<file path="src/rtl/choice_update_scheduler_pkg.sv">
// Shared types for the choice-table scheduler: history width and the queued update record.
// No logic; imported by the interface, the update FIFO and the top level.
package choice_update_scheduler_pkg;

    localparam int HIST_W = 12;

    typedef struct packed {
        logic [HIST_W-1:0] hist;
        logic              dir;
    } choice_upd_t;

endpackage

</file>
<file path="src/rtl/choice_update_scheduler_if.sv">
// Front-end, resolve and table-port signals of the choice scheduler.
// master = surrounding pipeline/table, slave = the scheduler.
interface choice_update_scheduler_if
    import choice_update_scheduler_pkg::*;
#(
    parameter int DEPTH = 4
);
    localparam int CW = $clog2(DEPTH) + 1;

    logic              lookup_valid;
    logic              lookup_ready;
    logic              lookup_pred_tkn;
    logic [HIST_W-1:0] lookup_hist;
    logic              resolve_valid;
    logic              resolve_ready;
    logic [HIST_W-1:0] resolve_hist;
    logic              resolve_taken;
    logic              resolve_mispred;
    logic              local_correct;
    logic              global_correct;
    logic              tbl_en;
    logic              tbl_we;
    logic [HIST_W-1:0] tbl_addr;
    logic              tbl_favor_glb;
    logic [HIST_W-1:0] phist;
    logic [CW-1:0]     q_count;

    modport master (
        output lookup_valid, lookup_pred_tkn,
        output resolve_valid, resolve_hist, resolve_taken, resolve_mispred,
        output local_correct, global_correct,
        input  lookup_ready, lookup_hist, resolve_ready,
        input  tbl_en, tbl_we, tbl_addr, tbl_favor_glb, phist, q_count
    );

    modport slave (
        input  lookup_valid, lookup_pred_tkn,
        input  resolve_valid, resolve_hist, resolve_taken, resolve_mispred,
        input  local_correct, global_correct,
        output lookup_ready, lookup_hist, resolve_ready,
        output tbl_en, tbl_we, tbl_addr, tbl_favor_glb, phist, q_count
    );

endinterface

</file>
<file path="src/rtl/choice_update_scheduler_fifo.sv">
// DEPTH-entry FIFO of pending choice updates; head visible combinationally, 1-cycle push-to-pop.
// Caller guarantees no push when full and no pop when empty; simultaneous push/pop keeps count.
module choice_upd_fifo
    import choice_update_scheduler_pkg::*;
#(
    parameter int DEPTH = 4
)(
    input  logic                       clock,
    input  logic                       reset,
    input  logic                       push,
    input  choice_upd_t                push_dat,
    input  logic                       pop,
    output choice_upd_t                pop_dat,
    output logic                       full,
    output logic                       empty,
    output logic [$clog2(DEPTH):0]     count
);
    localparam int PW = $clog2(DEPTH);
    localparam int CW = PW + 1;

    choice_upd_t   mem [DEPTH];
    logic [PW-1:0] wr_ptr;
    logic [PW-1:0] rd_ptr;
    logic [CW-1:0] cnt;

    always_ff @(posedge clock) begin
        if (reset) begin
            wr_ptr <= '0;
            rd_ptr <= '0;
            cnt    <= '0;
        end else begin
            if (push) begin
                mem[wr_ptr] <= push_dat;
                wr_ptr      <= wr_ptr + PW'(1);
            end
            if (pop) begin
                rd_ptr <= rd_ptr + PW'(1);
            end
            case ({push, pop})
                2'b10:   cnt <= cnt + CW'(1);
                2'b01:   cnt <= cnt - CW'(1);
                default: cnt <= cnt;
            endcase
        end
    end

    assign pop_dat = mem[rd_ptr];
    assign full    = (cnt == CW'(DEPTH));
    assign empty   = (cnt == '0);
    assign count   = cnt;

endmodule

</file>
<file path="src/rtl/choice_update_scheduler.sv">
// Arbitrates the single-ported choice table between lookups and queued updates; owns path history.
// Lookups granted same cycle unless the update queue is full; resolves refused while the queue is full.
module choice_update_scheduler
    import choice_update_scheduler_pkg::*;
#(
    parameter int DEPTH = 4
)(
    input  logic                      clock,
    input  logic                      reset,
    choice_update_scheduler_if.slave  bus
);
    localparam int CW = $clog2(DEPTH) + 1;

    logic [HIST_W-1:0] phist_q;
    logic [HIST_W-1:0] phist_d;
    choice_upd_t       push_dat;
    choice_upd_t       head;
    logic              push;
    logic              pop;
    logic              full;
    logic              empty;
    logic              accept;
    logic [CW-1:0]     count;

    choice_upd_fifo #(.DEPTH(DEPTH)) u_fifo (
        .clock    (clock),
        .reset    (reset),
        .push     (push),
        .push_dat (push_dat),
        .pop      (pop),
        .pop_dat  (head),
        .full     (full),
        .empty    (empty),
        .count    (count)
    );

    // Ready comes from registered occupancy only, so a draining full queue still refuses.
    assign bus.resolve_ready = reset | ~full;
    assign accept            = bus.resolve_valid & bus.resolve_ready & ~reset;
    assign push              = accept & (bus.local_correct ^ bus.global_correct);
    assign push_dat.hist     = bus.resolve_hist;
    assign push_dat.dir      = bus.global_correct;

    // Full queue beats lookups so the resolve path can never deadlock.
    always_comb begin
        pop               = 1'b0;
        bus.tbl_en        = 1'b0;
        bus.tbl_we        = 1'b0;
        bus.tbl_addr      = head.hist;
        bus.tbl_favor_glb = head.dir;
        bus.lookup_ready  = 1'b0;
        if (!reset) begin
            if (full) begin
                pop        = 1'b1;
                bus.tbl_en = 1'b1;
                bus.tbl_we = 1'b1;
            end else if (bus.lookup_valid) begin
                bus.tbl_en       = 1'b1;
                bus.tbl_addr     = phist_q;
                bus.lookup_ready = 1'b1;
            end else if (!empty) begin
                pop        = 1'b1;
                bus.tbl_en = 1'b1;
                bus.tbl_we = 1'b1;
            end
        end
    end

    always_comb begin
        phist_d = phist_q;
        if (accept && bus.resolve_mispred) begin
            phist_d = {bus.resolve_hist[HIST_W-2:0], bus.resolve_taken};
        end else if (bus.lookup_ready) begin
            phist_d = {phist_q[HIST_W-2:0], bus.lookup_pred_tkn};
        end
    end

    always_ff @(posedge clock) begin
        if (reset) begin
            phist_q <= '0;
        end else begin
            phist_q <= phist_d;
        end
    end

    assign bus.phist       = phist_q;
    assign bus.lookup_hist = phist_q;
    assign bus.q_count     = count;

endmodule

</file>
<file path="src/flat_wrapper.sv">
// flat-port wrapper written by rule: the top's interface ports become plain ports
module choice_update_scheduler_flat import choice_update_scheduler_pkg::*;
#(
    parameter int DEPTH = 4
)
  (clock, reset, bus_lookup_valid, bus_lookup_pred_tkn, bus_resolve_valid, bus_resolve_hist, bus_resolve_taken, bus_resolve_mispred, bus_local_correct, bus_global_correct, bus_lookup_ready, bus_lookup_hist, bus_resolve_ready, bus_tbl_en, bus_tbl_we, bus_tbl_addr, bus_tbl_favor_glb, bus_phist, bus_q_count);
  choice_update_scheduler_if #(.DEPTH(DEPTH)) bus_i ();
  input  logic clock;
  input  logic reset;
  input wire logic [$bits(bus_i.lookup_valid)-1:0] bus_lookup_valid;
  input wire logic [$bits(bus_i.lookup_pred_tkn)-1:0] bus_lookup_pred_tkn;
  input wire logic [$bits(bus_i.resolve_valid)-1:0] bus_resolve_valid;
  input wire logic [$bits(bus_i.resolve_hist)-1:0] bus_resolve_hist;
  input wire logic [$bits(bus_i.resolve_taken)-1:0] bus_resolve_taken;
  input wire logic [$bits(bus_i.resolve_mispred)-1:0] bus_resolve_mispred;
  input wire logic [$bits(bus_i.local_correct)-1:0] bus_local_correct;
  input wire logic [$bits(bus_i.global_correct)-1:0] bus_global_correct;
  output wire logic [$bits(bus_i.lookup_ready)-1:0] bus_lookup_ready;
  output wire logic [$bits(bus_i.lookup_hist)-1:0] bus_lookup_hist;
  output wire logic [$bits(bus_i.resolve_ready)-1:0] bus_resolve_ready;
  output wire logic [$bits(bus_i.tbl_en)-1:0] bus_tbl_en;
  output wire logic [$bits(bus_i.tbl_we)-1:0] bus_tbl_we;
  output wire logic [$bits(bus_i.tbl_addr)-1:0] bus_tbl_addr;
  output wire logic [$bits(bus_i.tbl_favor_glb)-1:0] bus_tbl_favor_glb;
  output wire logic [$bits(bus_i.phist)-1:0] bus_phist;
  output wire logic [$bits(bus_i.q_count)-1:0] bus_q_count;
  assign bus_i.lookup_valid = bus_lookup_valid;
  assign bus_i.lookup_pred_tkn = bus_lookup_pred_tkn;
  assign bus_i.resolve_valid = bus_resolve_valid;
  assign bus_i.resolve_hist = bus_resolve_hist;
  assign bus_i.resolve_taken = bus_resolve_taken;
  assign bus_i.resolve_mispred = bus_resolve_mispred;
  assign bus_i.local_correct = bus_local_correct;
  assign bus_i.global_correct = bus_global_correct;
  assign bus_lookup_ready = bus_i.lookup_ready;
  assign bus_lookup_hist = bus_i.lookup_hist;
  assign bus_resolve_ready = bus_i.resolve_ready;
  assign bus_tbl_en = bus_i.tbl_en;
  assign bus_tbl_we = bus_i.tbl_we;
  assign bus_tbl_addr = bus_i.tbl_addr;
  assign bus_tbl_favor_glb = bus_i.tbl_favor_glb;
  assign bus_phist = bus_i.phist;
  assign bus_q_count = bus_i.q_count;
  choice_update_scheduler #(.DEPTH(DEPTH)) u_core (.clock(clock), .reset(reset), .bus(bus_i));
endmodule
</file>
<file path="config.mk">
export PLATFORM = sky130hd
export DESIGN_NAME = choice_update_scheduler_flat
export DESIGN_NICKNAME = d
export VERILOG_FILES = /design/src/rtl/choice_update_scheduler_pkg.sv /design/src/rtl/choice_update_scheduler_if.sv /design/src/rtl/choice_update_scheduler_fifo.sv /design/src/rtl/choice_update_scheduler.sv /design/src/flat_wrapper.sv
export SDC_FILE = /design/constraint.sdc
export NUM_CORES = 1
export LEC_CHECK = 0
export CELL_PAD_IN_SITES_DETAIL_PLACEMENT = 1
export CELL_PAD_IN_SITES_GLOBAL_PLACEMENT = 2
export CORE_ASPECT_RATIO = 0.7
export CORE_MARGIN = 2
export CORE_UTILIZATION = 42
export CTS_BUF_LIST = sky130_fd_sc_hd__clkbuf_8 sky130_fd_sc_hd__clkbuf_16
export CTS_CLUSTER_DIAMETER = 60
export DETAILED_ROUTE_END_ITERATION = 10
export DONT_BUFFER_PORTS = 1
export PLACE_DENSITY_LB_ADDON = 0.1
export SLEW_MARGIN = 20
export SYNTH_ARGS = -nofsm -noshare
export SYNTH_HDL_FRONTEND = slang
export SYNTH_HIERARCHICAL = 1
export SYNTH_SLANG_ARGS = --single-unit
</file>
<file path="constraint.sdc">
create_clock -name clock -period 2.81 [get_ports clock]
set_input_delay 0.1405 -clock clock [delete_from_list [all_inputs] [get_ports clock]]
set_output_delay 0.1405 -clock clock [all_outputs]
set_load 0.02 [all_outputs]
</file>
==> flow_summary.ini <==
[clocking]
clockRootBuffer = sky130_fd_sc_hd__clkbuf_8
cts_num_sinks = 73
number_of_levels_the_h_tree_was_split_into = 3
cts_resized = 0
path_clk_slew_ns = 0.08
cts_made_buffers = 9
tritoncts = done
worst_skew_pair.late_latency_ns = 0.35
cts_buffer_depth = 2

[pwr]
peakVddDrop_uv = 322.2
p_leak_nw = 1.227
total_power_w = 0.002217
power.density_cell_area_mw_per_mm2 = 619.0

[grt]
grt_start_max_net_pins = 25
grt_usage = 0.1844
number_of_global_route_vias_before_repair = 1922
antenna_found_initial = 1
grt.met2_usage = 0.2472
global_route.overflow_total = 0
use_met1 = 0.2679
global_route_wire_length_before_repair_um = 11010
grt_use_met3 = 0.07398
global_route.peak_usage_layer = met1

[flow_run]
drv_cap = 0

[synth]
yosys-top-cells-area = sky130_fd_sc_hd__edfxtp_1 (49%), sky130_fd_sc_hd__dfxtp_1 (13%), sky130_fd_sc_hd__mux4_2 (7.1%)
postSynthRegisterBits = 73
synth_area_mm2 = 0.003188
asyncSetResetFlopFracSynth = 0
synth.net_count = 259
synth.yosys.seq_area_share = 0.6217
synth_top_area_cell = sky130_fd_sc_hd__edfxtp_1
yosysWarningCount = 6
yosys.cell_count.top_type = sky130_fd_sc_hd__edfxtp_1
syn-instance-count = 232
synth_commonest_cells = sky130_fd_sc_hd__edfxtp_1 (52), sky130_fd_sc_hd__nand2_1 (42), sky130_fd_sc_hd__nor2_1 (25), sky130_fd_sc_hd__dfxtp_1 (21), sky130_fd_sc_hd__buf_4 (12)
synth_top_flop_cell = sky130_fd_sc_hd__edfxtp_1
synth_top_area_share = 0.4898
synthesis.area_per_instance_um2 = 13.74
ys_types = 31
synth-edff-count = 52

[status]
outcome = finished clean

[timing]
fin_setup_tns_ns = 0
slew_violations = 0
fin_worst_skew_ns = 0.01192
maxSlewHeadroom = 0.2986
tightest_slew_ns = 1.049
maximum_operating_frequency_mhz = 412.0
hold-worst-slack_ns = 0.01753
fin_crit_sh = 0.8638
layout_min_cycle_time_ns = 2.427
setup_viol = 0
rsz0062_at_grt = no
final_count_of_hold_timing_violations = 0

[detailed_routing]
viasPerCell = 5.254
dr.pass1.iters = 4
dr.first_iter.drc_count = 115
remaining_drc_errors = 0
finalWirelength_um = 7179
routed-via-count = 1844
drt.antenna.violating_nets = 0
drt-wirelength-per-cell_um = 20.45

[floorplan]
ios = 65
core.rowCount = 26
fp.dieW_um = 108.1
initial_core_util = 0.4356
core-area_mm2 = 0.007320
dieHeight_um = 76.90
die_area_mm2 = 0.008315

[place]
hpwl_um = 4885
globalplace.congestion = 0.8348
place.port_buffers = 0

[finish]
drive_above_1_share = 0.2143
num-nets-final = 274
layout-area-overhead-vs-synth_pct = 12.36
fillCellCount = 736

[setup_path]
worstPathArrival_ns = 2.70
timing.critical_path.fanout_max = 6
timing.critical_path.to_type = flip-flop
start_kind = flip-flop
worst-endpoint-required_ns = 3.09
path_class = flip-flop to flip-flop

[min_path]
holdCritPathClass = input pin to flip-flop
[through the flow]
step	setup WS, ns	instances	util	area, µm²
2_1_floorplan	0.2876	232	-	3188
3_3_place_gp	0.5860	317	0.4402	3222
3_5_place_dp	0.4237	317	0.4402	3222
4_1_cts	0.3903	349	0.4877	3570
5_1_grt	0.2319	350	0.4891	3580
6_report	0.3827	351	0.4894	3582
[critical path, cell delays in order (launching register included)]
cell and delay [ns]:
sky130_fd_sc_hd__dfxtp_1 0.51, sky130_fd_sc_hd__and3_1 0.33, sky130_fd_sc_hd__nor2_1 0.08, sky130_fd_sc_hd__nor2_1 0.14, sky130_fd_sc_hd__ha_1 0.21, sky130_fd_sc_hd__inv_1 0.07
sky130_fd_sc_hd__fa_1 0.39, sky130_fd_sc_hd__xor2_1 0.17, sky130_fd_sc_hd__or3_1 0.31, sky130_fd_sc_hd__a21oi_1 0.14
[layout by cell type (no fill, tap or decap), drive strengths merged, types with 2 or more instances in the layout]
master / count
edfxtp: 52
nand2: 50
nor2: 25
dfxtp: 21
dlygate4sd3: 17
mux4: 13
a311oi: 12
buf: 11
clkbuf: 10
inv: 8
ha: 5
and2: 4
clkinv: 3
xnor2: 3
a21oi: 3
xor2: 3
clkinvlp: 2
[registers in the layout (all words and copies together), names as in the netlist, named ones only]
name                    flops
u_core/u_fifo/mem          52
u_core/u_fifo/rd_ptr        2
u_core/bus.lookup_hist     12
u_core/u_fifo/wr_ptr        2
u_core/u_fifo/count         3
[path summary, 6_finish.rpt]
kind,from,end,slack [ns],cells after the start
min reg2reg,u_core/u_fifo/rd_ptr[0],u_core/u_fifo/rd_ptr[0],0.54,2
max,u_core/u_fifo/count[2],u_core/u_fifo/count[2],0.38,9
max reg2reg,u_core/u_fifo/count[2],u_core/u_fifo/count[2],0.38,9
min,bus_resolve_hist[5],u_core/bus.lookup_hist[6],0.02,2
[area by class of cell]
type	count	area, µm²	area share
tap	98	122.6	0.03423
inverter	7	31.28	0.008732
clock buffer	10	137.6	0.03842
timing repair buffer	28	252.7	0.07056
multi-input combinational	128	1003	0.2801
antenna	1	2.502	0.0006986
clock inverter	6	50.05	0.01397
sequential	73	1982	0.5533
[power by group]
part	internal (W)	total [W]	switching, W
logic	0.0000866	0.000221	0.000134
clock network	0.000353	0.000767	0.000414
registers	0.00117	0.00123	0.0000545
total	0.00161	0.00222	0.000603
[repair_timing]
item	CTS	global route
hold buffers	16	1
setup endpoints to repair	0	0
hold endpoints to repair	73	1
setup buffers	0	0
[logic make-up (layout without fill, tap and decap cells)]
kind of cell | Yosys count | count (layout) | share of synthesized area
buffers and inverters | 31 | 51 | 0.06358
and+or+nand+nor | 86 | 86 | 0.1189
DFF | 73 | 73 | 0.6217
adders and majority gates | 6 | 6 | 0.02590
muxes | 14 | 14 | 0.09851
AOI/OAI and AO/OA | 16 | 16 | 0.05494
other | 0 | 1 | 0
xor gates and xnor gates | 6 | 6 | 0.01649
[per-layer routing]
metal | part of all wire | wire (µm)
met4 | 0.016 | 113
met3 | 0.074 | 534
met2 | 0.41 | 2959
met5 | 0 | 0
met1 | 0.50 | 3571
Power figures use the tool's default switching activity.
